--- config.mk ---
export PLATFORM = sky130hd
export DESIGN_NAME = hit_latency_tdc
export DESIGN_NICKNAME = d
export VERILOG_FILES = /design/src/rtl/afe_pkg.sv /design/src/rtl/sync_fifo.sv /design/src/rtl/hit_latency_tdc.sv
export SDC_FILE = /design/constraint.sdc
export NUM_CORES = 1
export LEC_CHECK = 0
export BUFFER_PORTS_ARGS = -buffer_cell sky130_fd_sc_hd__buf_2
export CAP_MARGIN = 20
export CORE_ASPECT_RATIO = 1.75
export CORE_UTILIZATION = 48
export CTS_CLUSTER_SIZE = 24
export DETAILED_ROUTE_END_ITERATION = 10
export PLACE_DENSITY = 0.68
export SYNTH_ARGS = -nofsm -noshare
export SYNTH_HDL_FRONTEND = slang
export SYNTH_HIERARCHICAL = 1
export SYNTH_SLANG_ARGS = --single-unit
--- constraint.sdc ---
create_clock -name CLK -period 3 [get_ports CLK]
set_input_delay 0.6 -clock CLK [delete_from_list [all_inputs] [get_ports CLK]]
set_output_delay 0.6 -clock CLK [all_outputs]
set_load 0.01 [all_outputs]
--- src/rtl/afe_pkg.sv ---
// Shared definitions for the AFE hit-latency measurement block:
// FSM state encoding and result-word layout helpers.
package afe_pkg;

  localparam logic [1:0] ST_IDLE     = 2'd0;
  localparam logic [1:0] ST_ARMED    = 2'd1;
  localparam logic [1:0] ST_WAIT_LOW = 2'd2;

  // The MISS flag sits directly above the latency field.
  function automatic int miss_pos(input int cnt_w);
    return cnt_w;
  endfunction

  function automatic int result_w(input int cnt_w);
    return cnt_w + 1;
  endfunction

endpackage

--- src/rtl/sync_fifo.sv ---
// Single-clock FIFO with registered read data, registered EMPTY/FULL flags
// and a synchronous clear that overrides any concurrent write or read.
module sync_fifo #(
  parameter int WIDTH = 13,
  parameter int DEPTH = 16
) (
  input  logic             i_clk,
  input  logic             i_rst,
  input  logic             i_clr,
  input  logic             i_wr_en,
  input  logic [WIDTH-1:0] i_wr_data,
  input  logic             i_rd_en,
  output logic [WIDTH-1:0] o_rd_data,
  output logic             o_empty,
  output logic             o_full
);

  localparam int AW = (DEPTH > 1) ? $clog2(DEPTH) : 1;
  localparam int CW = AW + 1;
  localparam logic [CW-1:0] FULL_CNT = CW'(DEPTH);

  logic [WIDTH-1:0] r_mem [DEPTH];
  logic [AW-1:0]    r_wr_ptr;
  logic [AW-1:0]    r_rd_ptr;
  logic [CW-1:0]    r_count;
  logic [CW-1:0]    w_count_nx;
  logic             w_wr;
  logic             w_rd;

  // A full FIFO drops writes even when a read frees a slot this cycle.
  assign w_wr = i_wr_en && !o_full;
  assign w_rd = i_rd_en && !o_empty;

  always_comb begin
    w_count_nx = r_count;
    case ({w_wr, w_rd})
      2'b10:   w_count_nx = r_count + CW'(1);
      2'b01:   w_count_nx = r_count - CW'(1);
      default: w_count_nx = r_count;
    endcase
  end

  always_ff @(posedge i_clk) begin
    if (w_wr && !i_clr) begin
      r_mem[r_wr_ptr] <= i_wr_data;
    end
  end

  always_ff @(posedge i_clk or posedge i_rst) begin
    if (i_rst) begin
      r_wr_ptr  <= '0;
      r_rd_ptr  <= '0;
      r_count   <= '0;
      o_empty   <= 1'b1;
      o_full    <= 1'b0;
      o_rd_data <= '0;
    end else if (i_clr) begin
      r_wr_ptr <= '0;
      r_rd_ptr <= '0;
      r_count  <= '0;
      o_empty  <= 1'b1;
      o_full   <= 1'b0;
    end else begin
      if (w_wr) begin
        r_wr_ptr <= r_wr_ptr + AW'(1);
      end
      if (w_rd) begin
        o_rd_data <= r_mem[r_rd_ptr];
        r_rd_ptr  <= r_rd_ptr + AW'(1);
      end
      r_count <= w_count_nx;
      o_empty <= (w_count_nx == '0);
      o_full  <= (w_count_nx == FULL_CNT);
    end
  end

endmodule

--- src/rtl/hit_latency_tdc.sv ---
// Measures INJ_IN-rise to HIT-rise latency in CLK cycles per injection pulse,
// queues {MISS, LATENCY} results and keeps saturating hit/miss/drop counters.
module hit_latency_tdc
  import afe_pkg::*;
#(
  parameter int CNT_W      = 12,
  parameter int FIFO_DEPTH = 16,
  parameter int STAT_W     = 16
) (
  input  logic              CLK,
  input  logic              RST,
  input  logic              EN,
  input  logic              CLR,
  input  logic              INJ_IN,
  input  logic              HIT,
  input  logic              RD_EN,
  output logic [CNT_W:0]    RD_DATA,
  output logic              EMPTY,
  output logic              FULL,
  output logic [STAT_W-1:0] HIT_CNT,
  output logic [STAT_W-1:0] MISS_CNT,
  output logic [STAT_W-1:0] DROP_CNT
);

  localparam int RES_W    = result_w(CNT_W);
  localparam int MISS_POS = miss_pos(CNT_W);

  function automatic logic [STAT_W-1:0] stat_inc(input logic [STAT_W-1:0] v);
    return (&v) ? v : v + 1'b1;
  endfunction

  function automatic logic [CNT_W-1:0] lat_inc(input logic [CNT_W-1:0] v);
    return (&v) ? v : v + 1'b1;
  endfunction

  logic             r_inj_s1, r_inj_s2, r_inj_d;
  logic             r_hit_s1, r_hit_s2, r_hit_d;
  logic             w_inj_rise, w_inj_fall, w_hit_rise;
  logic [1:0]       r_state, w_state_nx;
  logic [CNT_W-1:0] r_lat, w_lat_nx, w_wr_lat;
  logic             w_wr, w_wr_miss, w_hit_inc, w_miss_inc, w_drop;
  logic [RES_W-1:0] w_wr_data;

  // Both inputs see an identical 2-FF delay, so edge spacing is preserved.
  always_ff @(posedge CLK or posedge RST) begin
    if (RST) begin
      r_inj_s1 <= 1'b0;
      r_inj_s2 <= 1'b0;
      r_inj_d  <= 1'b0;
      r_hit_s1 <= 1'b0;
      r_hit_s2 <= 1'b0;
      r_hit_d  <= 1'b0;
    end else begin
      r_inj_s1 <= INJ_IN;
      r_inj_s2 <= r_inj_s1;
      r_inj_d  <= r_inj_s2;
      r_hit_s1 <= HIT;
      r_hit_s2 <= r_hit_s1;
      r_hit_d  <= r_hit_s2;
    end
  end

  assign w_inj_rise = r_inj_s2 && !r_inj_d;
  assign w_inj_fall = !r_inj_s2 && r_inj_d;
  assign w_hit_rise = r_hit_s2 && !r_hit_d;

  always_comb begin
    w_state_nx = r_state;
    w_lat_nx   = r_lat;
    w_wr       = 1'b0;
    w_wr_miss  = 1'b0;
    w_wr_lat   = r_lat;
    w_hit_inc  = 1'b0;
    w_miss_inc = 1'b0;
    case (r_state)
      ST_IDLE: begin
        if (EN && w_inj_rise) begin
          if (w_hit_rise) begin
            w_wr       = 1'b1;
            w_wr_lat   = '0;
            w_hit_inc  = 1'b1;
            w_state_nx = ST_WAIT_LOW;
          end else begin
            w_lat_nx   = CNT_W'(1);
            w_state_nx = ST_ARMED;
          end
        end
      end
      ST_ARMED: begin
        if (!EN) begin
          w_state_nx = ST_IDLE;
        end else if (w_hit_rise) begin
          // A hit coinciding with the injection falling edge still counts.
          w_wr       = 1'b1;
          w_hit_inc  = 1'b1;
          w_state_nx = w_inj_fall ? ST_IDLE : ST_WAIT_LOW;
        end else if (w_inj_fall) begin
          w_wr       = 1'b1;
          w_wr_miss  = 1'b1;
          w_miss_inc = 1'b1;
          w_state_nx = ST_IDLE;
        end else begin
          w_lat_nx = lat_inc(r_lat);
        end
      end
      ST_WAIT_LOW: begin
        if (!EN || w_inj_fall) begin
          w_state_nx = ST_IDLE;
        end
      end
      default: w_state_nx = ST_IDLE;
    endcase
    if (CLR) begin
      w_state_nx = ST_IDLE;
      w_wr       = 1'b0;
      w_hit_inc  = 1'b0;
      w_miss_inc = 1'b0;
    end
  end

  always_comb begin
    w_wr_data                = '0;
    w_wr_data[CNT_W-1:0]     = w_wr_lat;
    w_wr_data[MISS_POS]      = w_wr_miss;
  end

  assign w_drop = w_wr && FULL;

  always_ff @(posedge CLK or posedge RST) begin
    if (RST) begin
      r_state <= ST_IDLE;
    end else begin
      r_state <= w_state_nx;
    end
  end

  always_ff @(posedge CLK) begin
    r_lat <= w_lat_nx;
  end

  always_ff @(posedge CLK or posedge RST) begin
    if (RST) begin
      HIT_CNT  <= '0;
      MISS_CNT <= '0;
      DROP_CNT <= '0;
    end else if (CLR) begin
      HIT_CNT  <= '0;
      MISS_CNT <= '0;
      DROP_CNT <= '0;
    end else begin
      if (w_hit_inc) begin
        HIT_CNT <= stat_inc(HIT_CNT);
      end
      if (w_miss_inc) begin
        MISS_CNT <= stat_inc(MISS_CNT);
      end
      if (w_drop) begin
        DROP_CNT <= stat_inc(DROP_CNT);
      end
    end
  end

  sync_fifo #(
    .WIDTH (RES_W),
    .DEPTH (FIFO_DEPTH)
  ) u_fifo (
    .i_clk     (CLK),
    .i_rst     (RST),
    .i_clr     (CLR),
    .i_wr_en   (w_wr),
    .i_wr_data (w_wr_data),
    .i_rd_en   (RD_EN),
    .o_rd_data (RD_DATA),
    .o_empty   (EMPTY),
    .o_full    (FULL)
  );

endmodule

==> results.md <==
* Crit-path cells: and4bb_2 -> nand3b_4 -> a21oi_2 -> nor2b_4 -> clkinv_4 -> nand2_4 -> xnor2_2 -> ha_2 -> a21o_1 -> or4_4 -> a31oi_4 -> xnor2_2 -> nor4bb_1
* Top cell type's share of synthesized area at 50.9%
* Routed vias/inst at 5.75
* Post-route cell area at 15100 µm²
* Synth Warn # at 6
* Hold Path Class: primary input to async pin
* GP Congestion at 0.805
* Final #Nets at 950
* Num CTS Buffers at 27
* Crit share post-route at a little over nine tenths
* Worst vdd ir at 0.000473 V
* Hold slack at a little over 90 ps
* Initial Utilization at 48.8%
* First-pass GRT wire length at roughly 43000 µm
* Static leakage power at ~5.3 nW
* Initial antenna violation count at 0
* Setup TNS at 0 ps
* Largest stage delay on the critical path at 490 ps
* Clk_lat worst skew at 550 ps
* GRT overflow at 0
* Area Growth Syn to Fin at 16.7%
* Overall power at 9.15 mW
* Worst path bufs/invs at 1
* Max Freq at roughly 0.35 GHz
* Diode count at 0
* Max FO, Critical Path at 4
* Max capacitance violation total at 0
* Worst setup EP type: flop
* CTS Sinks at 304
* Mapped Cells at slightly above 800
* Crit path launch type: flop
* Most frequent cells after synthesis: edfxtp_1 (220), dfrtp_1 (83), nor2_1 (70)
* GRT Overall Usage at 20.8%
* Post-Syn Nets at 836
* Slew @ Worst Pin at about 890 ps
* Most common cell on crit path: xnor2_2
* Hpwl dp at 18500 µm
* Synth area leaders: edfxtp_1 (51%), dfrtp_1 (16%), mux4_2 (11%)
* DIE AREA at 27700 µm²
* Ports at 70
* Placed Area at about 14000 µm²
* Cell family with most CP delay: simple AND/OR/NAND/NOR gates
* Main synth FF type: edfxtp_1
* CTS root buf: clkbuf_16
* DRT Wirelength at 27600 µm
* Number of fill cells in the layout at 2027
* Die X-Extent at 126 µm
* Vias in the first global route at 7611
* Power Density at ~600 nW/µm²
* Arr. time, crit path at around 3300 ps
* Final Hold Viols at 0
* Sequential share of the synthesized area at between 60 and 70%
* # DRC at 0
* Setup WS post-layout at about 150 ps
* Detail Route Antenna Nets at 0
* Terminus of the critical flop-to-flop path: u_fifo/o_full
* Register-to-Register Path Depth at 13
* DR vias at 7339
* Status: finished, final reports clean
* Slew Limit Fails at 0
* Critical Path RT at 3430 ps
* Critical path class: flop to flop
* Worst Skew at 20.4 ps
* Pin count of the biggest net entering global routing at 71
* Slew HR at 39.9%
* Area leader, netlist: edfxtp_1
* H-tree depth at 1
* DR WL/cell at 21.6 µm
* Fraction of registers with async set/reset at 27.6%
* Top-count cell post-synth: edfxtp_1
* Die Ht at roughly 220 µm
* FF-to-FF setup slack at 150 ps
* CTS tree: done
* Count of state elements after synthesis at a little over 300
* Unique masters post-synth at 63
* First drt pass iteration count at 5
* Clock transition at the registers of the reported paths at 60 ps
* Minimum clock period after layout at between 2000 and 3000 ps
* Std-Cell Rows at between 70 and 80
* Number of synthesized flops with an enable pin at between 200 and 250
* Slowest stage cell, crit path: or4_4
* CTS max path bufs at 3
* # setup viols final at 0
* Port bufs at 69
* Mean Syn Cell Area at 15.9 µm²
* Synthesized area at 13000 µm²
* Initial DRC count at 513
* Pre-CTS setup slack at -211 ps
* Layout cells sized above 1 at 29.5%
* Hold Buf Count CTS at 0
* Crit Reg-Reg Startpoint: r_hit_d
* Core box area at 26600 µm²
[final cells by class]
type                            count  area, µm²  share of cell area, %
Multi-Input combinational cell    465       4070                   26.9
Tap cell                          324        405                   2.68
Clock buffer                       34        762                   5.03
Timing Repair Buffer              122        913                   6.04
Sequential cell                   304       8710                   57.6
Inverter                           12       50.0                  0.331
Clock inverter                     15        219                   1.45
[per-stage QoR]
stage / util (%) / instances
2_1_floorplan: - / 818
3_3_place_gp: 53.0 / 1225
3_5_place_dp: 53.0 / 1225
4_1_cts: 56.7 / 1274
5_1_grt: 56.9 / 1276
6_report: 56.9 / 1276
[logic make-up after synthesis]
family / count (synthesis) / share of synthesized area [%]
XOR/XNOR: 41 / 2.77
multiplexers: 84 / 12.9
adder cells (fa/ha/maj): 11 / 1.06
flip-flops: 304 / 67.1
buffers and inverters: 49 / 2.08
AND/OR/NAND/NOR: 253 / 10.5
AO/OA/AOI/OAI: 76 / 3.58
[flip-flops by register name, indices dropped and copies added (netlist names), 2 cells and up]
| signal | cells |
|---|---|
| u_fifo/r_mem | 208 |
| MISS_CNT | 16 |
| DROP_CNT | 16 |
| r_lat | 12 |
| HIT_CNT | 16 |
| r_state | 2 |
| u_fifo/o_rd_data | 13 |
| u_fifo/r_wr_ptr | 4 |
| u_fifo/r_rd_ptr | 4 |
| u_fifo/r_count | 5 |
[worst max path at each step]
stage | startpoint | cells after the start | endpoint
after detailed placement | EN | 14 | u_fifo/o_full
after global routing | r_hit_d | 13 | u_fifo/o_full
after floorplan | EN | 10 | u_fifo/r_mem[0][0]
after global placement | EN | 14 | u_fifo/o_full
after CTS | r_hit_d | 13 | u_fifo/o_full
final | r_hit_d | 13 | u_fifo/o_full
[report_power, final]
group	leakage (nW)	total (mW)	switching (mW)	internal [mW]
sequential	3.09	4.68	0.0838	4.60
combinational	1.75	0.687	0.325	0.363
clock	0.475	3.78	1.55	2.24
[metal layers]
layer  up-vias  track usage [%]  routed length [µm]
li1       3396                -                   -
met1      3740             22.6                9880
met2       160             40.9               15900
met3        43             2.40                1050
met4         0             7.83                 814
met5         -                0                   0
[what timing repair did]
| action | in CTS | in global routing |
|---|---|---|
| setup endpoints to repair | 0 | 3 |
| buffers inserted | 0 | 1 |
| resized for setup | 0 | 5 |
[layout by cell type (no fill, tap or decap), types with 27 or more instances in the layout]
master       n
mux4_2      65
clkbuf_16   27
buf_2       69
dfrtp_1     81
buf_4       40
a21oi_1     28
nor2_1      70
nand2_1     36
edfxtp_1   220
Note: power is estimated with default switching activity, not from simulation.
